--- config.mk ---
export PLATFORM = sky130hd
export DESIGN_NAME = tetris_input_ctrl
export DESIGN_NICKNAME = d
export VERILOG_FILES = /design/src/rtl/tetris_input_ctrl.sv
export SDC_FILE = /design/constraint.sdc
export NUM_CORES = 1
export LEC_CHECK = 0
export CAP_MARGIN = 5
export CORE_MARGIN = 4
export CORE_UTILIZATION = 55
export CTS_CLUSTER_DIAMETER = 40
export DETAILED_ROUTE_END_ITERATION = 10
export GPL_TIMING_DRIVEN = 0
export PLACE_DENSITY = 0.76
export SYNTH_ARGS = -nofsm -noshare
export SYNTH_HDL_FRONTEND = slang
export SYNTH_SLANG_ARGS = --single-unit
--- constraint.sdc ---
create_clock -name Clk -period 11 [get_ports Clk]
set_input_delay 2.75 -clock Clk [delete_from_list [all_inputs] [get_ports Clk]]
set_output_delay 2.75 -clock Clk [all_outputs]
set_load 0.05 [all_outputs]
--- src/rtl/tetris_input_ctrl.sv ---
// -----------------------------------------------------------------------------
// tetris_input_ctrl
//   Turns the raw USB HID keycode word from the MicroBlaze GPIO into one-cycle
//   game action pulses for tetris_core. The action pulses are aligned to the
//   start of each vsync pulse. The block provides:
//     - key-to-action mapping and stability filtering
//     - one-shot rotate and hard drop
//     - DAS/ARR auto-repeat for left/right
//     - a periodic soft drop
//
// Ports:
//   Clk        in   pixel clock, the only clock
//   Reset      in   asynchronous, active-high reset
//   vsync      in   VGA vsync, synchronous to Clk
//   keycodes   in   four HID keycodes in bytes [7:0]..[31:24]; comes from
//                   another clock domain and is quasi-static
//   frame_tick out  one-cycle pulse at the start of each vsync pulse
//   move_left  out  action pulse, only ever high together with frame_tick
//   move_right out  action pulse, only ever high together with frame_tick
//   rotate     out  action pulse, only ever high together with frame_tick
//   soft_drop  out  action pulse, only ever high together with frame_tick
//   hard_drop  out  action pulse, only ever high together with frame_tick
//   held       out  filtered key levels {hard, soft, rot, right, left}
// -----------------------------------------------------------------------------
module tetris_input_ctrl #(
    parameter logic [7:0] KEY_LEFT      = 8'h04,
    parameter logic [7:0] KEY_RIGHT     = 8'h07,
    parameter logic [7:0] KEY_ROT       = 8'h1A,
    parameter logic [7:0] KEY_SOFT      = 8'h16,
    parameter logic [7:0] KEY_HARD      = 8'h2C,
    parameter int         DAS_FRAMES    = 10,
    parameter int         ARR_FRAMES    = 3,
    parameter int         SOFT_FRAMES   = 2,
    parameter bit         VS_ACTIVE_LOW = 1'b1
) (
    input  logic        Clk,
    input  logic        Reset,
    input  logic        vsync,
    input  logic [31:0] keycodes,
    output logic        frame_tick,
    output logic        move_left,
    output logic        move_right,
    output logic        rotate,
    output logic        soft_drop,
    output logic        hard_drop,
    output logic [4:0]  held
);

    typedef enum logic [1:0] {S_IDLE, S_DELAY, S_REPEAT} dir_state_t;

    localparam logic [5:0] DAS_LAST  = 6'(DAS_FRAMES - 1);
    localparam logic [5:0] ARR_LAST  = 6'(ARR_FRAMES - 1);
    localparam logic [5:0] SOFT_LAST = 6'(SOFT_FRAMES - 1);

    // A zero code never matches, so empty keycode slots cannot trigger
    // anything.
    function automatic logic key_hit(input logic [31:0] w, input logic [7:0] code);
        logic hit;
        hit = 1'b0;
        for (int i = 0; i < 4; i++) begin
            if (code != 8'h00 && w[8*i +: 8] == code) hit = 1'b1;
        end
        return hit;
    endfunction

    // The frame counters stick at 63 rather than wrapping.
    function automatic logic [5:0] sat_inc(input logic [5:0] c);
        return (c == 6'd63) ? c : c + 6'd1;
    endfunction

    logic [31:0] r_kc_s1, r_kc_s2, r_kc_s3, r_kc_stable;
    logic [4:0]  r_held_d;
    logic        r_vs_q;
    logic        r_rot_flag, r_hard_flag;
    logic [5:0]  r_soft_cnt;
    dir_state_t  r_dir_state [2];
    logic [5:0]  r_dir_cnt   [2];
    logic [1:0]  r_dir_pulse;

    logic [4:0]  w_dec;
    logic        w_vs_act, w_vs_q_act, w_tick;
    logic        w_rot_rise, w_hard_rise, w_rot_fire, w_hard_fire, w_soft_fire;
    logic        w_both_lr;

    assign w_dec = {key_hit(r_kc_stable, KEY_HARD),
                    key_hit(r_kc_stable, KEY_SOFT),
                    key_hit(r_kc_stable, KEY_ROT),
                    key_hit(r_kc_stable, KEY_RIGHT),
                    key_hit(r_kc_stable, KEY_LEFT)};

    assign w_vs_act   = VS_ACTIVE_LOW ? ~vsync  : vsync;
    assign w_vs_q_act = VS_ACTIVE_LOW ? ~r_vs_q : r_vs_q;
    assign w_tick     = ~w_vs_q_act & w_vs_act;

    // The rising edge of a one-shot key is seen in the same cycle as the new
    // held level. A press that lands on a tick cycle therefore still fires on
    // that tick.
    assign w_rot_rise  = held[2] & ~r_held_d[2];
    assign w_hard_rise = held[4] & ~r_held_d[4];
    assign w_rot_fire  = r_rot_flag  | w_rot_rise;
    assign w_hard_fire = r_hard_flag | w_hard_rise;
    assign w_soft_fire = held[3] && (r_soft_cnt == 6'd0);
    assign w_both_lr   = held[0] & held[1];

    assign move_left  = r_dir_pulse[0];
    assign move_right = r_dir_pulse[1];

    always_ff @(posedge Clk or posedge Reset) begin
        if (Reset) begin
            r_kc_s1     <= '0;
            r_kc_s2     <= '0;
            r_kc_s3     <= '0;
            r_kc_stable <= '0;
            held        <= '0;
            r_held_d    <= '0;
            r_vs_q      <= 1'b0;
            frame_tick  <= 1'b0;
            rotate      <= 1'b0;
            hard_drop   <= 1'b0;
            soft_drop   <= 1'b0;
            r_rot_flag  <= 1'b0;
            r_hard_flag <= 1'b0;
            r_soft_cnt  <= '0;
            r_dir_pulse <= '0;
            for (int d = 0; d < 2; d++) begin
                r_dir_state[d] <= S_IDLE;
                r_dir_cnt[d]   <= '0;
            end
        end else begin
            // Capture stage: double-register the cross-domain word. Only a
            // value seen on two consecutive samples is accepted.
            r_kc_s1 <= keycodes;
            r_kc_s2 <= r_kc_s1;
            r_kc_s3 <= r_kc_s2;
            if (r_kc_s2 == r_kc_s3) r_kc_stable <= r_kc_s2;
            held     <= w_dec;
            r_held_d <= held;

            // Frame stage
            r_vs_q     <= vsync;
            frame_tick <= w_tick;

            rotate      <= 1'b0;
            hard_drop   <= 1'b0;
            soft_drop   <= 1'b0;
            r_dir_pulse <= '0;

            // Action stage: every pulse is aligned with frame_tick.
            if (w_tick) begin
                rotate      <= w_rot_fire;
                hard_drop   <= w_hard_fire;
                soft_drop   <= w_soft_fire & ~w_hard_fire;
                r_rot_flag  <= 1'b0;
                r_hard_flag <= 1'b0;

                if (held[3]) r_soft_cnt <= (r_soft_cnt >= SOFT_LAST) ? 6'd0 : r_soft_cnt + 6'd1;
                else         r_soft_cnt <= '0;

                for (int d = 0; d < 2; d++) begin
                    if (!held[d] || w_both_lr) begin
                        r_dir_state[d] <= S_IDLE;
                        r_dir_cnt[d]   <= '0;
                    end else begin
                        case (r_dir_state[d])
                            S_IDLE: begin
                                r_dir_pulse[d] <= 1'b1;
                                r_dir_cnt[d]   <= '0;
                                r_dir_state[d] <= S_DELAY;
                            end
                            S_DELAY: begin
                                if (r_dir_cnt[d] == DAS_LAST) begin
                                    r_dir_pulse[d] <= 1'b1;
                                    r_dir_cnt[d]   <= '0;
                                    r_dir_state[d] <= S_REPEAT;
                                end else begin
                                    r_dir_cnt[d] <= sat_inc(r_dir_cnt[d]);
                                end
                            end
                            S_REPEAT: begin
                                if (r_dir_cnt[d] == ARR_LAST) begin
                                    r_dir_pulse[d] <= 1'b1;
                                    r_dir_cnt[d]   <= '0;
                                end else begin
                                    r_dir_cnt[d] <= sat_inc(r_dir_cnt[d]);
                                end
                            end
                            default: begin
                                r_dir_state[d] <= S_IDLE;
                                r_dir_cnt[d]   <= '0;
                            end
                        endcase
                    end
                end
            end else begin
                r_rot_flag  <= w_rot_fire;
                r_hard_flag <= w_hard_fire;
            end
        end
    end

endmodule

After elaboration in Yosys (flattened, before gate mapping)
Index checks and enable logic that the tools add are counted.
Storage, ports and cells
  register bits after elaboration: 169
  output and inout bits: 11
Cells by class
  eq/ne operators: 35
  reduce and logical (&&, ||, !) cells: 10
  muxes and demuxes: 52
  add/subtract/negate cells: 3
  $lt $le $gt $ge: 1
  bitwise operators: 11
Operators with widths (number)
  == test 8 x 3 -> 1 bit, second input constant: 8
  == test 8 x 5 -> 1 bit, second input constant: 8
  2-to-1 mux 6 bit: 10
  == test 32 bit: 1
  == test 8 x 6 -> 1 bit, second input constant: 4
  2-to-1 mux 1 bit: 31
  case mux 6 bit (2 select lines): 2
  adder 6 x 1 -> 6 bit, second input constant: 3
  == test 6 x 2 -> 1 bit, second input constant: 2
  == test 6 x 4 -> 1 bit, second input constant: 2
  == test 6 bit, second input constant: 2
  case mux 2 bit (3 select lines): 2
  2-to-1 mux 2 bit: 5
  >= comparator 6 x 1 -> 1 bit, second input constant: 1
  logical NOT 6 bit: 1
  != test 3 bit, second input constant: 2
  case mux 1 bit (3 select lines): 2
  AND reduction 3 bit: 2
  bitwise AND 1 bit: 5
  == test 2 x 1 -> 1 bit, second input constant: 2
  == test 2 bit, second input constant: 2
  logical NOT 2 bit: 2
  != test 2 bit, second input constant: 2
  NOT 1 bit: 4
  4 further kinds: 7

Depth between registers and ports, before layout
  depth in word-level cells: 6
  mapped depth: 7
  gate-level depth less buffers: 7

Worst setup path before layout
OpenSTA, ideal clock, no wires.
  kind: in2reg
  start point: input port vsync
  end point: register r_dir_cnt[9] (netlist name)
  path slack: 7.366 ns
  stages on the path: 5
  data required time: 10.863 ns
  setup time: 0.137 ns
  arrival: 3.497 ns
  buffers on the path: 1
  cells stage by stage: nand2b_1 clkinv_1 clkbuf_1 a41oi_1 a21oi_1
Between the ends
  word-level cells in the longest chain between the ends: 2
RTL lines
  start, declared: RTL line 38  | input logic vsync,
  NOT 1 bit: RTL line 91  | assign w_vs_act = VS_ACTIVE_LOW ? ~vsync : vsync;
  bitwise AND 1 bit: RTL line 93  | assign w_tick = ~w_vs_q_act & w_vs_act;
  end signal, assigned by index: RTL line 176  | r_dir_cnt[d] <= sat_inc(r_dir_cnt[d]);
  end signal, assigned by index: RTL line 184  | r_dir_cnt[d] <= sat_inc(r_dir_cnt[d]);
  end, declared: RTL line 77  | logic [5:0] r_dir_cnt [2];
Every way passes these cells.
A chain may end at the register's enable or synchronous reset.

Worst setup path after layout
  start point: register held[0]
  end point: output port held[0]
RTL lines
  start, declared: RTL line 46  | output logic [4:0] held
  start signal, assigned: RTL line 136  | held <= w_dec;
No word-level cell between the ends.

==> impl_metrics.csv <==
group,metric,value,unit
status,outcome,"completed",
clock_tree,tritoncts,"yes",
critical_path,end_kind,"primary output",
synthesis,avgSynthCellArea,14.1,sq um
critical_path,critPathMaxStageDelay,0.82,ns
pwr,leakage,3.42,nW
critical_path,path_max_fanout,3,
die,rows,38,
pwr,vdd_ir_drop_max,0.000151,V
place,place_hpwl,7.03,mm
synthesis,synth_edf_count,0,
place,io_buffers,45,
final_layout,drive_gt1_share,14.0,%
sta,setup_viol,0,
die,start_util,57.0,%
grt,grt_max_degree,91,
synthesis,syn_inst,445,
die,die-area,13200,sq um
clock_tree,cts_resized,0,
sta,rsz0062_at_grt,"false",
sta,hold_viol_final,0,
synthesis,syn_area,6290,sq um
pwr,total_power,1.24,mW
critical_path,crit_arrival,1.64,ns
sta,worstMarginPinSlew,0.765,ns
clock_tree,cts_inserted_buffers,17,
clock_tree,cts-root-buf,"clkbuf_16",
detailed_routing,dr.pass1.iters,5,
grt,grt_pass1_vias,3588,
sta,clock-skew-final,0.00498,ns
synthesis,synth_nets,501,
sta,finalSetupTns,0,ns
detailed_routing,detailedRoute.firstIterationViolations,188,
critical_path,worst-path-buf-inv,1,
critical_path,crit_path_cell_trace,"clkdlybuf4s50_1",
die,core,11000,sq um
detailed_routing,viasPerCell,5.39,
sta,fmax,228,MHz
clock_tree,worstSkewPairLatency,0.42,ns
final_layout,area_growth_syn_to_layout,19.3,%
sta,slew_violations,0,
worst_hold_path,hp-class,"reg2reg",
pwr,pwr_density_cell,165,nW/um^2
critical_path,worstSetupPathType,"reg2out",
grt,gr-usage-all-layers,17.2,%
detailed_routing,detail-route-antenna-nets,0,
clock_tree,cts_num_sinks,166,
critical_path,crit_family,"buffers and inverters",
final_layout,nets,566,
synthesis,seq_area_frac_synth,66.0,%
final_layout,fillCellCount,782,
flow_run,maxCapViolCount,0,
detailed_routing,vias,3570,
clock_tree,cts_buffer_depth,2,
synthesis,async_flop_share,100,%
detailed_routing,drc,0,
clock_tree,h-tree-depth,4,
synthesis,synth_seq_cells,166,
detailed_routing,wl,10.3,mm
die,die_h,115,um
die,die_x,115,um
clock_tree,postCtsSetupBuffers,0,
synthesis,yosysUniqueCellTypes,49,
sta,finalCritPeriodShare,39.9,%
place,gp_congestion,0.859,
grt,antenna_found_initial,0,
critical_path,crit_slowest_cell,"clkdlybuf4s50_1",
critical_path,worst_setup_path_start_kind,"flip-flop",
clock_tree,postCtsHoldBufs,0,
critical_path,cp.required,8.25,ns
synthesis,ys.flop_type,"dfrtp_1",
final_layout,antennaDiodeCount,0,
clock_tree,path_clk_slew,0.06,ns
grt,grt.overflow.total,0,
die,io_pins,46,
detailed_routing,routedWlPerCell,15.6,um
sta,fin_crit,4.39,ns
grt,grt_pass1_wl,17.4,mm
sta,slew_headroom,49.0,%
synthesis,yosysWarnings,0,
[final cells by class]
cell class / instances / area, sq um / area share [%]
Timing Repair Buffer: 46 / 478 / 6.37
Inverter: 20 / 80.1 / 1.07
Tap cell: 140 / 175 / 2.33
Sequential cell: 166 / 4150 / 55.3
Buffer: 7 / 50.0 / 0.667
Multi-Input combinational cell: 252 / 2010 / 26.8
Clock buffer: 20 / 467 / 6.22
Clock inverter: 11 / 91.3 / 1.22
[cells in the mapped netlist (3+ instances only)]
cell | number | area share, %
dfrtp_1 | 166 | 66
xnor2_1 | 33 | 4.6
mux2_4 | 30 | 7.2
ha_1 | 21 | 4.2
nor2_1 | 20 | 1.2
inv_1 | 19 | 1.1
nand2_1 | 18 | 1.1
a21oi_1 | 16 | 1.3
nand4_1 | 12 | 1.2
nand3b_1 | 9 | 1.1
nor3_1 | 9 | 0.72
nor4_1 | 7 | 0.70
o21ai_0 | 7 | 0.56
nand2b_1 | 6 | 0.60
nand3_1 | 6 | 0.48
and3_1 | 5 | 0.50
or3_1 | 5 | 0.50
a31oi_1 | 4 | 0.40
a211oi_1 | 3 | 0.36
a41oi_1 | 3 | 0.42
and2_1 | 3 | 0.30
buf_6 | 3 | 0.54
clkbuf_1 | 3 | 0.18
nor2b_1 | 3 | 0.30
[state kept, by name (all words and copies together) (netlist names), 2 cells and up]
name         cells
held             5
r_dir_cnt       12
r_dir_pulse      2
r_dir_state      4
r_held_d         2
r_kc_s1         32
r_kc_s2         32
r_kc_s3         32
r_kc_stable     32
r_soft_cnt       6
[report_power, final]
group,internal [mW],leakage (nW),total (mW),switching (mW)
logic,0.0242,1.07,0.0486,0.0243
clock network,0.309,0.267,0.548,0.239
registers,0.631,2.09,0.644,0.0133
[path summary, 6_finish.rpt]
path                                  startpoint                         end  slack (ns)  cells after the start
setup / recovery               held[0]$_DFF_PP0_                     held[0]        6.61                      1
hold / removal             r_kc_s1[22]$_DFF_PP0_       r_kc_s2[22]$_DFF_PP0_        0.34                      0
setup reg to reg            r_kc_s2[1]$_DFF_PP0_  r_kc_stable[9]$_DFFE_PP0N_        9.02                      6
hold reg to reg            r_kc_s1[22]$_DFF_PP0_       r_kc_s2[22]$_DFF_PP0_        0.34                      0
max in group asynchronous                  Reset        r_kc_s1[0]$_DFF_PP0_        7.33                      3
min in group asynchronous                  Reset    r_dir_cnt[7]$_DFFE_PP0P_        2.86                      2
[metrics by stage]
| step | cells | instance area (sq um) | setup slack, ns | hold slack (ns) | utilization [%] |
|---|---|---|---|---|---|
| 2_1_floorplan | 445 | 6290 | 3.76 | 0.331 | - |
| 3_3_place_gp | 630 | 6920 | 2.08 | 0.332 | 62.7 |
| 3_5_place_dp | 631 | 6950 | 6.57 | 0.335 | 63.0 |
| 4_1_cts | 662 | 7510 | 6.57 | 0.343 | 68.1 |
| 5_1_grt | 662 | 7510 | 6.53 | 0.344 | 68.1 |
| 6_report | 662 | 7510 | 6.61 | 0.343 | 68.1 |
[cells by family after synthesis]
family          after synthesis  synth area share [%]
buf+inv                      27                  1.99
fa+ha+maj                    21                  4.18
flops                       166                  66.0
simple gates                113                  10.0
compound gates               50                  5.21
xor+xnor                     35                  4.87
mux                          33                  7.68
[layer usage]
metal	routed length (um)	up-vias	track usage, %
met1	4600	1782	21.8
li1	-	1683	-
met5	0	-	0
met2	5130	84	27.9
met4	177	0	7.51
met3	393	21	4.79
[placed cells by master (no fill, tap or decap), types with 3 or more instances in the layout]
cell / count
nor4_1: 7
and2_1: 3
inv_6: 4
xnor2_1: 33
or3_1: 5
clkinv_4: 3
clkdlybuf4s50_1: 45
mux2_4: 30
nor3_1: 9
a21oi_1: 16
clkbuf_16: 17
a211oi_1: 3
clkinvlp_4: 3
nand3b_1: 9
nand3_1: 6
dfrtp_1: 166
a31oi_1: 4
clkbuf_1: 3
o21ai_0: 7
and3_1: 5
inv_1: 18
nand2b_1: 6
nand2_1: 18
ha_1: 21
nor2b_1: 3
nor2_1: 20
buf_6: 3
a41oi_1: 3
clkbuf_8: 3
nand4_1: 12
Power figures use the tool's default switching activity.
